--- src/rtl/mem_access_unit.sv ---
// Load/store initiator for the byte-addressable data memory: one request in flight, IDLE -> ACCESS -> WAIT -> RESP.
// Build with MAU_MISALIGN_TRAP_EN to turn misaligned half/word requests into error responses instead of aligning them.
module mem_access_unit #(
    parameter int NB_DATA_BUS = 32,
    parameter int NB_ADDRESS  = 3
) (
    input  logic                   i_clk,
    input  logic                   i_rst,
    input  logic                   i_req_valid,
    output logic                   o_req_ready,
    input  logic                   i_req_we,
    input  logic [NB_ADDRESS-1:0]  i_req_addr,
    input  logic [1:0]             i_req_size,
    input  logic                   i_req_unsigned,
    input  logic [NB_DATA_BUS-1:0] i_req_wdata,
    output logic                   o_rsp_valid,
    output logic [NB_DATA_BUS-1:0] o_rsp_rdata,
    output logic                   o_rsp_err,
    output logic [NB_ADDRESS-1:0]  o_mem_r_addr,
    output logic                   o_mem_r_en,
    output logic [1:0]             o_mem_r_addressing,
    input  logic [NB_DATA_BUS-1:0] i_mem_r_data,
    output logic [NB_ADDRESS-1:0]  o_mem_w_addr,
    output logic [NB_DATA_BUS-1:0] o_mem_w_data,
    output logic                   o_mem_w_en,
    output logic [1:0]             o_mem_w_addressing
);
    typedef enum logic [1:0] {IDLE, ACCESS, WAIT, RESP} state_t;

    state_t                  state;
    state_t                  state_nxt;
    logic                    req_we;
    logic                    req_unsigned;
    logic [1:0]              req_size;
    logic                    accept;
    logic                    req_bad;
    logic [NB_ADDRESS-1:0]   aligned_addr;
    logic                    sign_bit;
    logic [NB_DATA_BUS-1:0]  load_ext;

    assign accept = (state == IDLE) && i_req_valid;

`ifdef MAU_MISALIGN_TRAP_EN
    assign req_bad = (i_req_size == 2'b10)
                   || ((i_req_size == 2'b01) && i_req_addr[0])
                   || ((i_req_size == 2'b00) && (i_req_addr[1:0] != 2'b00));
`else
    assign req_bad = (i_req_size == 2'b10);
`endif

    // In the trapping build an accepted address is already aligned, so this is a no-op there.
    always_comb begin
        aligned_addr = i_req_addr;
        if (i_req_size == 2'b01) begin
            aligned_addr[0] = 1'b0;
        end else if (i_req_size == 2'b00) begin
            aligned_addr[1:0] = 2'b00;
        end
    end

    always_comb begin
        sign_bit = 1'b0;
        load_ext = i_mem_r_data;
        case (req_size)
            2'b11: begin
                sign_bit = ~req_unsigned & i_mem_r_data[7];
                load_ext = {{(NB_DATA_BUS-8){sign_bit}}, i_mem_r_data[7:0]};
            end
            2'b01: begin
                sign_bit = ~req_unsigned & i_mem_r_data[15];
                load_ext = {{(NB_DATA_BUS-16){sign_bit}}, i_mem_r_data[15:0]};
            end
            default: ;
        endcase
    end

    always_comb begin
        state_nxt = state;
        case (state)
            IDLE:    if (i_req_valid) state_nxt = req_bad ? RESP : ACCESS;
            ACCESS:  state_nxt = req_we ? RESP : WAIT;
            WAIT:    state_nxt = RESP;
            RESP:    state_nxt = IDLE;
            default: state_nxt = IDLE;
        endcase
    end

    // Outputs are loaded from the next state so each one lines up with the state it belongs to.
    always_ff @(posedge i_clk or posedge i_rst) begin
        if (i_rst) begin
            state              <= IDLE;
            req_we             <= 1'b0;
            req_unsigned       <= 1'b0;
            req_size           <= 2'b00;
            o_req_ready        <= 1'b1;
            o_rsp_valid        <= 1'b0;
            o_rsp_err          <= 1'b0;
            o_rsp_rdata        <= '0;
            o_mem_r_en         <= 1'b0;
            o_mem_r_addr       <= '0;
            o_mem_r_addressing <= 2'b00;
            o_mem_w_en         <= 1'b0;
            o_mem_w_addr       <= '0;
            o_mem_w_data       <= '0;
            o_mem_w_addressing <= 2'b00;
        end else begin
            state              <= state_nxt;
            o_req_ready        <= (state_nxt == IDLE);
            o_rsp_valid        <= (state_nxt == RESP);
            o_mem_r_en         <= 1'b0;
            o_mem_r_addr       <= '0;
            o_mem_r_addressing <= 2'b00;
            o_mem_w_en         <= 1'b0;
            o_mem_w_addr       <= '0;
            o_mem_w_data       <= '0;
            o_mem_w_addressing <= 2'b00;

            if (accept) begin
                req_we       <= i_req_we;
                req_unsigned <= i_req_unsigned;
                req_size     <= i_req_size;
                if (req_bad) begin
                    o_rsp_err   <= 1'b1;
                    o_rsp_rdata <= '0;
                end else if (i_req_we) begin
                    o_mem_w_en         <= 1'b1;
                    o_mem_w_addr       <= aligned_addr;
                    o_mem_w_data       <= i_req_wdata;
                    o_mem_w_addressing <= i_req_size;
                end else begin
                    o_mem_r_en         <= 1'b1;
                    o_mem_r_addr       <= aligned_addr;
                    o_mem_r_addressing <= i_req_size;
                end
            end

            if ((state == ACCESS) && req_we) begin
                o_rsp_err   <= 1'b0;
                o_rsp_rdata <= '0;
            end

            if (state == WAIT) begin
                o_rsp_err   <= 1'b0;
                o_rsp_rdata <= load_ext;
            end
        end
    end
endmodule

--- config.mk ---
export PLATFORM = sky130hd
export DESIGN_NAME = mem_access_unit
export DESIGN_NICKNAME = d
export VERILOG_FILES = /design/src/rtl/mem_access_unit.sv
export SDC_FILE = /design/constraint.sdc
export NUM_CORES = 1
export LEC_CHECK = 0
export BUFFER_PORTS_ARGS = -buffer_cell sky130_fd_sc_hd__clkbuf_2
export CAP_MARGIN = 15
export CORE_ASPECT_RATIO = 1.2
export CORE_UTILIZATION = 47
export DETAILED_ROUTE_END_ITERATION = 8
export GPL_TIMING_DRIVEN = 0
export PLACE_DENSITY_LB_ADDON = 0.15
export SYNTH_ARGS = -nofsm -noshare
export SYNTH_HDL_FRONTEND = slang
export SYNTH_SLANG_ARGS = --single-unit
--- constraint.sdc ---
create_clock -name i_clk -period 4.96 [get_ports i_clk]
set_clock_uncertainty 0.15 [all_clocks]
set_input_delay 0.992 -clock i_clk [delete_from_list [all_inputs] [get_ports i_clk]]
set_output_delay 0.992 -clock i_clk [all_outputs]
set_load 0.1 [all_outputs]
==> results by group, run 1 <==
Setup path
  – FF-to-FF path depth: 7
  – Data arrival, critical path: 1310 ps
  – Slowest stage delay, CP: 530 ps
  – Max stage delay cell, worst path: dfstp_2
  – Largest delay share family, worst path: flip-flops
  – Worst path cell trace: clkbuf_2
  – Crit Path Category: flop to output port
  – Worst r2r src: state[0]
  – Worst EP required: 3820 ps
  – Type of origin of the critical path: flop
  – R2r setup slk: 2940 ps
  – Max FO, Critical Path: 1
  – Bufs and invs on worst path: 1
  – RR Endpoint: o_rsp_rdata[9]
  – Critical Path Sink Type: output port

Logic synthesis
  – Post-synthesis compound-gate area fraction: 13.04%
  – Register area share after synthesis: 69.09%
  – Yosys cell types: 30
  – Largest family of logic cells by synthesized area: compound AO/OA/AOI/OAI gates
  – Cell count after synthesis: 213
  – Flops & latches, synth: 85
  – Area share of fa/ha/maj cells after synthesis: 1.625%
  – Area of the mapped netlist: 0.003080 mm²
  – Area fraction in and, or, nand and nor cells after synthesis: 11.90%
  – Mux contribution to synthesized area: 1.747%
  – Synth warnings: 0
  – Syn_area_per_cell: 14.46 µm²
  – Xor/xnor share of the synthesized area: 0%
  – Syn_nets: 291

Die
  – Die area: 0.006883 mm²
  – Placeable Area: 0.006167 mm²
  – I/O Pins: 153
  – Starting density of the core: 49.95%
  – DIE WIDTH: 75.91 µm
  – Die Y: 90.69 µm
  – # rows: 31

STA
  – Worst-margin pin slew: 561.9 ps
  – Fin. Hold Viols: 0
  – Fin. max-slew vios: 0
  – Setup TNS: 0 ps
  – Minimum clock period: 2455 ps
  – Final WS setup: 2505 ps
  – Worst slew margin: 62.70%
  – Max frequency: 407.3 MHz
  – Final Cycle Share: 49.50%
  – Final setup fails: 0
  – Unrepaired setup endpoints after global routing: false

Layout
  – # diodes: 0
  – Layout area overhead: 36.27%
  – Fill cells: 470
  – Layout cells sized above 1: 48.17%
  – Fin cells: 464
  – Core Util, Final: 68.07%
  – Most frequent cells in the layout: clkbuf_2 (152), dfrtp_1 (84), and2_1 (38)
  – Layout Nets: 455
  – Most common cell after layout, fill and taps aside: clkbuf_2

Clock tree
  – Clock transition at path regs: 80 ps
  – Root Driver: clkbuf_8
  – Clock Sinks: 85
  – Htree depth: 3
  – Post-CTS resize count: 0
  – Num CTS Buffers: 9
  – Post-CTS setup buffers: 0
  – CTS tree: done
  – Hold buffers post-CTS: 0
  – Worst-skew pair later-pin latency: 340 ps
  – Max clock buf depth: 2

Placement
  – Placed cell count: 448
  – Pre-CTS setup slack: 2601 ps
  – Final Wtd Congestion: 0.7552
  – Hpwl dp: 5033 µm
  – Buffers added on ports: 152

Drt
  – Initial drt markers: 79
  – DRC Markers: 0
  – Routed WL per cell: 14.38 µm
  – Via/cell ratio: 4.957
  – First-pass DRT Iterations: 4
  – Via count: 2300
  – Antenna-violating nets left: 0
  – Final WL: 6671 µm

GRT
  – First-pass GRT wire length: 10800 µm
  – Grt ovf: 0
  – Number of global-route vias before repair: 2270
  – Pin count of the biggest net entering global routing: 55
  – Total global-route track usage: 20.36%
  – Initial antenna violation count: 0

Run
  – MaxCap Viol Count: 0

Run status
  – Status: finished clean

Worst hold path
  – Worst Hold End: o_rsp_err
  – Hold path start: o_rsp_err
  – Hold Path Class: flop to flop
  – Hold Crit Depth: 1
-- worst max-delay path by stage --
stage | slack (ps) | cells after the start | endpoint | from
after floorplan | 1630 | 1 | o_mem_r_addr[0] | i_rst
after global placement | 800 | 2 | o_rsp_rdata[26] | i_rst
after detailed placement | 2600 | 5 | o_mem_w_data[20] | i_req_size[1]
after CTS | 2490 | 1 | o_req_ready | o_req_ready
after global routing | 2470 | 1 | o_req_ready | o_req_ready
final | 2500 | 1 | o_req_ready | o_req_ready
-- synthesized netlist by cell type --
| cell type | count | area (µm²) |
|---|---|---|
| buf_1 | 2 | 7.510 |
| a21oi_1 | 1 | 5.000 |
| buf_4 | 1 | 7.510 |
| a21o_1 | 9 | 67.56 |
| dfrtp_1 | 84 | 2102 |
| o21a_4 | 1 | 15.01 |
| a22o_1 | 16 | 140.1 |
| and3_1 | 5 | 31.28 |
| nand3b_1 | 1 | 7.510 |
| nand2_2 | 1 | 6.260 |
| mux2i_1 | 2 | 20.02 |
| nand2b_1 | 2 | 12.51 |
| a221o_1 | 16 | 160.2 |
| buf_2 | 4 | 20.02 |
| o21a_1 | 1 | 7.510 |
| and4_1 | 1 | 8.760 |
| clkbuf_1 | 3 | 11.26 |
| a31oi_1 | 1 | 6.260 |
| inv_1 | 3 | 11.26 |
| and2_1 | 38 | 237.7 |
| nor2_1 | 4 | 15.01 |
| and4b_1 | 1 | 10.01 |
| dfstp_2 | 1 | 26.28 |
| nor2b_1 | 2 | 12.51 |
| nor3b_1 | 1 | 7.510 |
| nor3_2 | 1 | 10.01 |
| ha_1 | 4 | 50.05 |
| buf_6 | 2 | 22.52 |
| mux2_2 | 3 | 33.78 |
| nand2_1 | 2 | 7.510 |
-- logic make-up (layout without fill, tap and decap cells) --
group / Yosys count / count (layout)
DFF: 85 / 85
and+or+nand+nor: 59 / 59
AOI/OAI and AO/OA: 45 / 45
buffers and inverters: 15 / 184
muxes: 5 / 5
adders and majority gates: 4 / 4
-- per-stage QoR --
| stage | hold WS, ps | instance area [µm²] |
|---|---|---|
| 3_3_place_gp | 332.5 | 3944 |
| 4_1_cts | 355.5 | 4198 |
| 5_1_grt | 372.6 | 4198 |
| 6_report | 352.6 | 4198 |
| 3_5_place_dp | 336.5 | 3974 |
| 2_1_floorplan | 329.6 | 3080 |
-- state kept, by name, summed over array words and instances (netlist names), 2 cells and up --
signal              count
req_size                2
o_mem_r_addr            3
o_mem_w_addr            3
o_mem_w_data           32
o_rsp_rdata            32
state                   2
o_mem_r_addressing      2
o_mem_w_addressing      2
-- layer usage --
metal / global-route usage, % / share of wire (%) / vias to the layer above
met1: 24.30 / 40 / 1109
met3: 7.172 / 8.3 / 8
met2: 33.86 / 50 / 108
met4: 7.692 / 1.2 / 0
li1: - / - / 1075
met5: 0 / 0 / -
-- area by class of cell --
type                            instances  area, µm²  area share (%)
Timing Repair Buffer                  153      788.3           18.78
Clock buffer                           10      137.6           3.279
Multi-Input combinational cell        113      872.1           20.77
Sequential cell                        85       2128           50.70
Tap cell                               82      102.6           2.444
Inverter                                3      13.76          0.3279
Clock inverter                          6      86.33           2.057
Buffer                                 12      68.82           1.639
Power of run 1 is left out: the tool's default activity adds up to more than one toggle a clock period on the data nets, which glitch-free logic cannot reach.
==> run 2, diff against run 1 <==
--- a/config.mk
+++ b/config.mk
@@ -8,7 +8,7 @@
 export BUFFER_PORTS_ARGS = -buffer_cell sky130_fd_sc_hd__clkbuf_2
 export CAP_MARGIN = 15
 export CORE_ASPECT_RATIO = 1.2
-export CORE_UTILIZATION = 47
+export CORE_UTILIZATION = 41
 export DETAILED_ROUTE_END_ITERATION = 8
 export GPL_TIMING_DRIVEN = 0
 export PLACE_DENSITY_LB_ADDON = 0.15
==> constraint.sdc (replaced) <==
create_clock -name i_clk -period 2.1 [get_ports i_clk]
set_clock_uncertainty 0.15 [all_clocks]
set_input_delay 0.42 -clock i_clk [delete_from_list [all_inputs] [get_ports i_clk]]
set_output_delay 0.42 -clock i_clk [all_outputs]
set_load 0.1 [all_outputs]
==> run 2 against run 1 <==
Net effect:
- sequential share of layout area shrank 0.36 points
- first-iteration DRC count decreased by 13%
- flip-flop and latch count stayed put
- global-route usage decreased by 2.4 points
- clock-buffer cell count is 1 higher
- critical endpoint is now o_rsp_rdata[16]
==> results by group, run 2 (synthesis gave the netlist of run 1 again) <==
GRT
  – Number of global-route vias before repair: 2184 (-3.8%)
  – First-pass GRT wire length: 10510 µm (-2.7%)
  – Initial antenna violation count: 0 (unchanged)
  – Grt ovf: 0 (unchanged)
  – Pin count of the biggest net entering global routing: 43 (-22%)
  – Total global-route track usage: 17.93% (-2.4 points)

Clock tree
  – Htree depth: 3 (unchanged)
  – Worst-skew pair later-pin latency: 340 ps (about the same)
  – Clock Sinks: 85 (unchanged)
  – Root Driver: clkbuf_8
  – Num CTS Buffers: 9 (unchanged)
  – Max clock buf depth: 2 (unchanged)
  – CTS tree: done
  – Clock transition at path regs: 90 ps (about the same)

Layout
  – Core Util, Final: 58.12% (-9.9 points)
  – Fin cells: 474 (+2.2%)
  – Most frequent cells in the layout: clkbuf_2 (153), dfrtp_1 (84), and2_1 (38)
  – Largest regs: o_mem_w_data x32, o_rsp_rdata x32
  – # diodes: 0 (unchanged)
  – Most common cell after layout, fill and taps aside: clkbuf_2
  – Layout area overhead: 37.25%
  – Layout Nets: 457 (+0.44%)
  – Layout cells sized above 1: 48.18% (about the same)
  – Fill cells: 640 (+36%)

Die
  – # rows: 34 (+9.7%)
  – Die area: 0.007865 mm² (+14%)
  – I/O Pins: 153 (unchanged)
  – DIE WIDTH: 81.13 µm (+6.9%)
  – Placeable Area: 0.007274 mm² (+18%)
  – Starting density of the core: 42.35% (-7.6 points)
  – Die Y: 96.95 µm (+6.9%)

STA
  – Fin. max-slew vios: 0 (unchanged)
  – Worst slew margin: 62.73% (about the same)
  – Unrepaired setup endpoints after global routing: false
  – Final Cycle Share: 92.43%
  – Minimum clock period: 1941 ps
  – Worst-margin pin slew: 561.5 ps (-0.4199 ps)
  – Max frequency: 515.2 MHz
  – Final setup fails: 0 (unchanged)
  – Fin. Hold Viols: 0 (unchanged)

Drt
  – Routed WL per cell: 13.72 µm (-4.6%)
  – Antenna-violating nets left: 0 (unchanged)
  – Via count: 2274 (-1.1%)
  – Via/cell ratio: 4.797 (-3.2%)
  – First-pass DRT Iterations: 4 (unchanged)
  – DRC Markers: 0 (unchanged)
  – Initial drt markers: 69 (-13%)
  – Final WL: 6503 µm (-2.5%)

Setup path
  – Critical Path Sink Type: flop
  – Max FO, Critical Path: 10 (+9)
  – RR Endpoint: o_rsp_rdata[16]
  – FF-to-FF path depth: 7 (unchanged)
  – Crit Path Category: flop to flop
  – Data arrival, critical path: 2020 ps (+710 ps)
  – Worst EP required: 2180 ps (-1640 ps)
  – Worst r2r src: state[0]
  – Type of origin of the critical path: flop
  – R2r setup slk: 160 ps (-2780 ps)

Run
  – MaxCap Viol Count: 0 (unchanged)

Placement
  – Placed cell count: 457 (+2.0%)
  – Hpwl dp: 4724 µm (-6.1%)
  – Buffers added on ports: 152 (unchanged)
  – Final Wtd Congestion: 0.7699 (+1.9%)

Run status
  – Status: finished clean

Worst hold path
  – Hold Crit Depth: 2 (+1)
  – Hold Path Class: primary input to flop
  – Hold path start: i_req_wdata[19]
  – Worst Hold End: o_mem_w_data[19]
run 2: cell count changes in the layout (fill, tap and decap cells not counted), sizes merged:
cell,before,now
clkinvlp,1,2
clkinv,3,2
inv,3,2
clkbuf,165,167
dlygate4sd3,0,1
run 2: cell type report:
cell class              count  area [µm²]  share of cell area, %
flip-flops and latches     85        2128                  50.34
multi-input cells         113       882.1                  20.86
repair buffers            155       810.8                  19.18
clock buffers              11       131.4                  3.107
well taps                  90       112.6                  2.664
clock inverters             5       77.57                  1.835
plain buffers              12       70.07                  1.657
inverters                   3       15.01                 0.3551
run 2: worst max path at each step:
stage	start	to	slack (ps)	depth (start not counted)
2_1_floorplan	state[0]	o_rsp_rdata[16]	350	7
3_3_place_gp	i_rst	o_rsp_rdata[26]	-9	2
3_5_place_dp	state[0]	o_rsp_rdata[16]	130	7
4_1_cts	state[0]	o_rsp_rdata[6]	90	7
5_1_grt	state[0]	o_rsp_rdata[16]	8	7
6_report	state[0]	o_rsp_rdata[16]	160	7
run 2: worst max-delay path, cell delays in order, from the launching register on:
cell and delay, ps:
dfrtp_1 390, inv_1 90, ha_1 200, buf_2 180
nor2b_1 140, clkbuf_2 160, buf_2 200, a221o_1 310
run 2: repair_timing:
item	CTS	global route
resized for setup	0	3
hold endpoints to repair	43	0
hold buffers	1	0
endpoints found under the setup margin	0	20
setup buffers	0	0
run 2: metal layers:
layer  track usage, %  share of wire, %  wire length (µm)
met1            20.28                39              2527
met2            29.41                51              3322
met3            6.792               9.0               587
met4            8.104               1.0                66
met5                0                 0                 0
run 2: through the flow:
step	instance area (µm²)	hold WS (ps)	setup WS [ps]	setup TNS, ps
global placement	3958	333.3	-9.234	-426.6
floorplan	3084	329.6	353.3	0
finish	4228	120.4	159.0	0
detailed placement	3998	147.3	128.6	0
global route	4228	95.57	8.453	0
CTS	4217	97.89	86.61	0
Power of run 2 is left out for the same reason.
==> run 3, diff against run 2 <==
==> config.mk (replaced) <==
export PLATFORM = sky130hd
export DESIGN_NAME = mem_access_unit
export DESIGN_NICKNAME = d
export VERILOG_FILES = /design/src/rtl/mem_access_unit.sv
export SDC_FILE = /design/constraint.sdc
export NUM_CORES = 1
export LEC_CHECK = 0
export CAP_MARGIN = 15
export CORE_ASPECT_RATIO = 1.2
export CORE_UTILIZATION = 47
export DETAILED_ROUTE_END_ITERATION = 8
export DONT_BUFFER_PORTS = 1
export GPL_TIMING_DRIVEN = 0
export PLACE_DENSITY = 0.73
export SYNTH_ARGS = -nofsm -noshare
export SYNTH_HDL_FRONTEND = slang
export SYNTH_SLANG_ARGS = --single-unit
==> constraint.sdc (replaced) <==
create_clock -name i_clk -period 2.5 [get_ports i_clk]
set_clock_uncertainty 0.15 [all_clocks]
set_input_delay 0.5 -clock i_clk [delete_from_list [all_inputs] [get_ports i_clk]]
set_output_delay 0.5 -clock i_clk [all_outputs]
set_load 0.1 [all_outputs]
==> run 3 against run 2 <==
Net effect:
- clock-buffer cell count rose by 1
- largest cell class unchanged
- sequential share of layout area rose by 13 points
- die area fell by 12%
- critical path depth did not move
- register-to-register slack improved by 370 ps
- fmax fell by 1.6%
- via count fell by 23%
==> results by group, run 3 (synthesis gave the netlist of run 1 again) <==
Run status
  – Status: finished clean

Setup path
  – Type of origin of the critical path: flop
  – Max stage delay cell, worst path: dfrtp_1
  – Worst path cell trace: inv_1, ha_1, buf_2, a21oi_1, o21a_4, buf_2, a22o_1
  – Worst EP required: 2620 ps (+440 ps)
  – CP most frequent cell: buf_2
  – Max FO, Critical Path: 10 (unchanged)
  – Slowest stage delay, CP: 370 ps (-20 ps)
  – Critical Path Sink Type: flop
  – Data arrival, critical path: 2090 ps (+70 ps)
  – Crit Path Category: flop to flop

Clock tree
  – Post-CTS setup buffers: 0 (unchanged)
  – Clock transition at path regs: 80 ps (about the same)
  – Clock Sinks: 85 (unchanged)
  – Post-CTS resize count: 0 (unchanged)
  – Htree depth: 3 (unchanged)
  – Worst-skew pair later-pin latency: 330 ps (about the same)
  – Root Driver: clkbuf_8
  – Num CTS Buffers: 9 (unchanged)
  – CTS tree: done
  – Hold buffers post-CTS: 0 (-1)
  – Max clock buf depth: 2 (unchanged)

Placement
  – Final Wtd Congestion: 0.7473 (-2.9%)
  – Buffers added on ports: 0 (-100%)
  – Pre-CTS setup slack: 504.9 ps (+376.3 ps)
  – Hpwl dp: 4193 µm (-11%)

Layout
  – Core Util, Final: 54.74% (-3.4 points)
  – Most frequent cells in the layout: dfrtp_1 (84), and2_1 (38), a22o_1 (16), a221o_1 (16), clkbuf_8 (10)
  – Largest regs: o_mem_w_data x32, o_rsp_rdata x32
  – Most common cell after layout, fill and taps aside: dfrtp_1
  – Layout area overhead: 9.586%
  – Layout cells sized above 1: 13.04% (-35 points)
  – Layout Nets: 303 (-34%)
  – # diodes: 0 (unchanged)

Drt
  – Initial drt markers: 57 (-17%)
  – Routed WL per cell: 18.29 µm (+33%)
  – DRC Markers: 0 (unchanged)
  – Antenna-violating nets left: 0 (unchanged)
  – Via/cell ratio: 5.590 (+17%)
  – Via count: 1744 (-23%)
  – Final WL: 5706 µm (-12%)
  – First-pass DRT Iterations: 4 (unchanged)

Die
  – DIE WIDTH: 75.91 µm (-6.4%)
  – I/O Pins: 153 (unchanged)
  – Placeable Area: 0.006167 mm² (-15%)
  – # rows: 31 (-8.8%)
  – Die area: 0.006883 mm² (-12%)
  – Die Y: 90.69 µm (-6.5%)
  – Starting density of the core: 49.95% (+7.6 points)

GRT
  – Number of global-route vias before repair: 1841 (-16%)
  – Grt met3 use: 7.677% (+0.88 points)
  – Total global-route track usage: 17.67% (-0.26 points)
  – Initial antenna violation count: 0 (unchanged)
  – First-pass GRT wire length: 9114 µm (-13%)
  – Grt ovf: 0 (unchanged)
  – Grt peak-use layer: met2
  – M1 GR Usage: 18.79% (-1.5 points)
  – Pin count of the biggest net entering global routing: 46 (+7.0%)
  – GR Layer Usage met2: 29.02% (-0.40 points)

Run
  – MaxCap Viol Count: 0 (unchanged)

STA
  – Worst slew margin: 37.73% (-25 points)
  – Setup TNS: 0 ps (unchanged)
  – Fin. Hold Viols: 0 (unchanged)
  – Final Cycle Share: 78.90% (-14 points)
  – Worst-margin pin slew: 934.0 ps (+372.5 ps)
  – Max frequency: 507.0 MHz (-1.6%)
  – Final WS setup: 527.5 ps (+368.5 ps)
  – Unrepaired setup endpoints after global routing: false
  – Fin. max-slew vios: 0 (unchanged)
  – Final setup fails: 0 (unchanged)
  – Minimum clock period: 1972 ps (+31.51 ps)
  – Final hold slack: 54.28 ps (-66.15 ps)

Worst hold path
  – Hold Path Class: primary input to asynchronous set/reset pin
-- run 3: cell types whose count changed in the layout (fill, tap and decap cells not counted), sizes merged --
| cell | before | now |
|---|---|---|
| bufinv | 2 | 0 |
| clkinv | 2 | 4 |
| clkbuf | 167 | 15 |
| dlygate4sd3 | 1 | 0 |
| clkinvlp | 2 | 1 |
-- run 3: layer usage --
layer,part of all wire [%],routed length (µm),vias to the layer above
met4,2.8,161,0
met3,10,572,15
met1,38,2153,851
met5,0,0,-
li1,-,-,768
met2,49,2818,110
-- run 3: layout make-up --
class                           instances  area, µm²
Clock inverter                          4      23.77
Fill cell                             515       2791
Timing Repair Buffer                    1      20.02
Tap cell                               82      102.6
Clock buffer                           12      145.1
Inverter                                3      15.01
Sequential cell                        85       2128
Buffer                                 12      68.82
Multi-Input combinational cell        113      872.1
-- run 3: critical path: cells and delay by family, from the launching register on --
family	cells	cell delay, ps
adders and majority gates	1	190
buffers and inverters	3	490
AOI/OAI and AO/OA	3	700
DFF	1	370
-- run 3: path summary, 6_finish.rpt --
path	start	end	depth (start not counted)	slack, ps
worst max-delay path	state[0]	o_rsp_rdata[2]	7	530
worst min-delay path	i_rst	o_mem_w_data[30]	1	50
max in group asynchronous	i_rst	req_we	2	1470
worst max register to register	state[0]	o_rsp_rdata[2]	7	530
min in group i_clk	i_req_we	o_mem_r_en	1	100
worst min register to register	req_we	req_we	1	360
-- run 3: metrics by stage --
stage | cell area, µm² | std cells
2_1_floorplan | 3084 | 213
3_3_place_gp | 3187 | 295
3_5_place_dp | 3207 | 296
4_1_cts | 3376 | 312
5_1_grt | 3376 | 312
6_report | 3376 | 312
Power of run 3 is left out for the same reason.
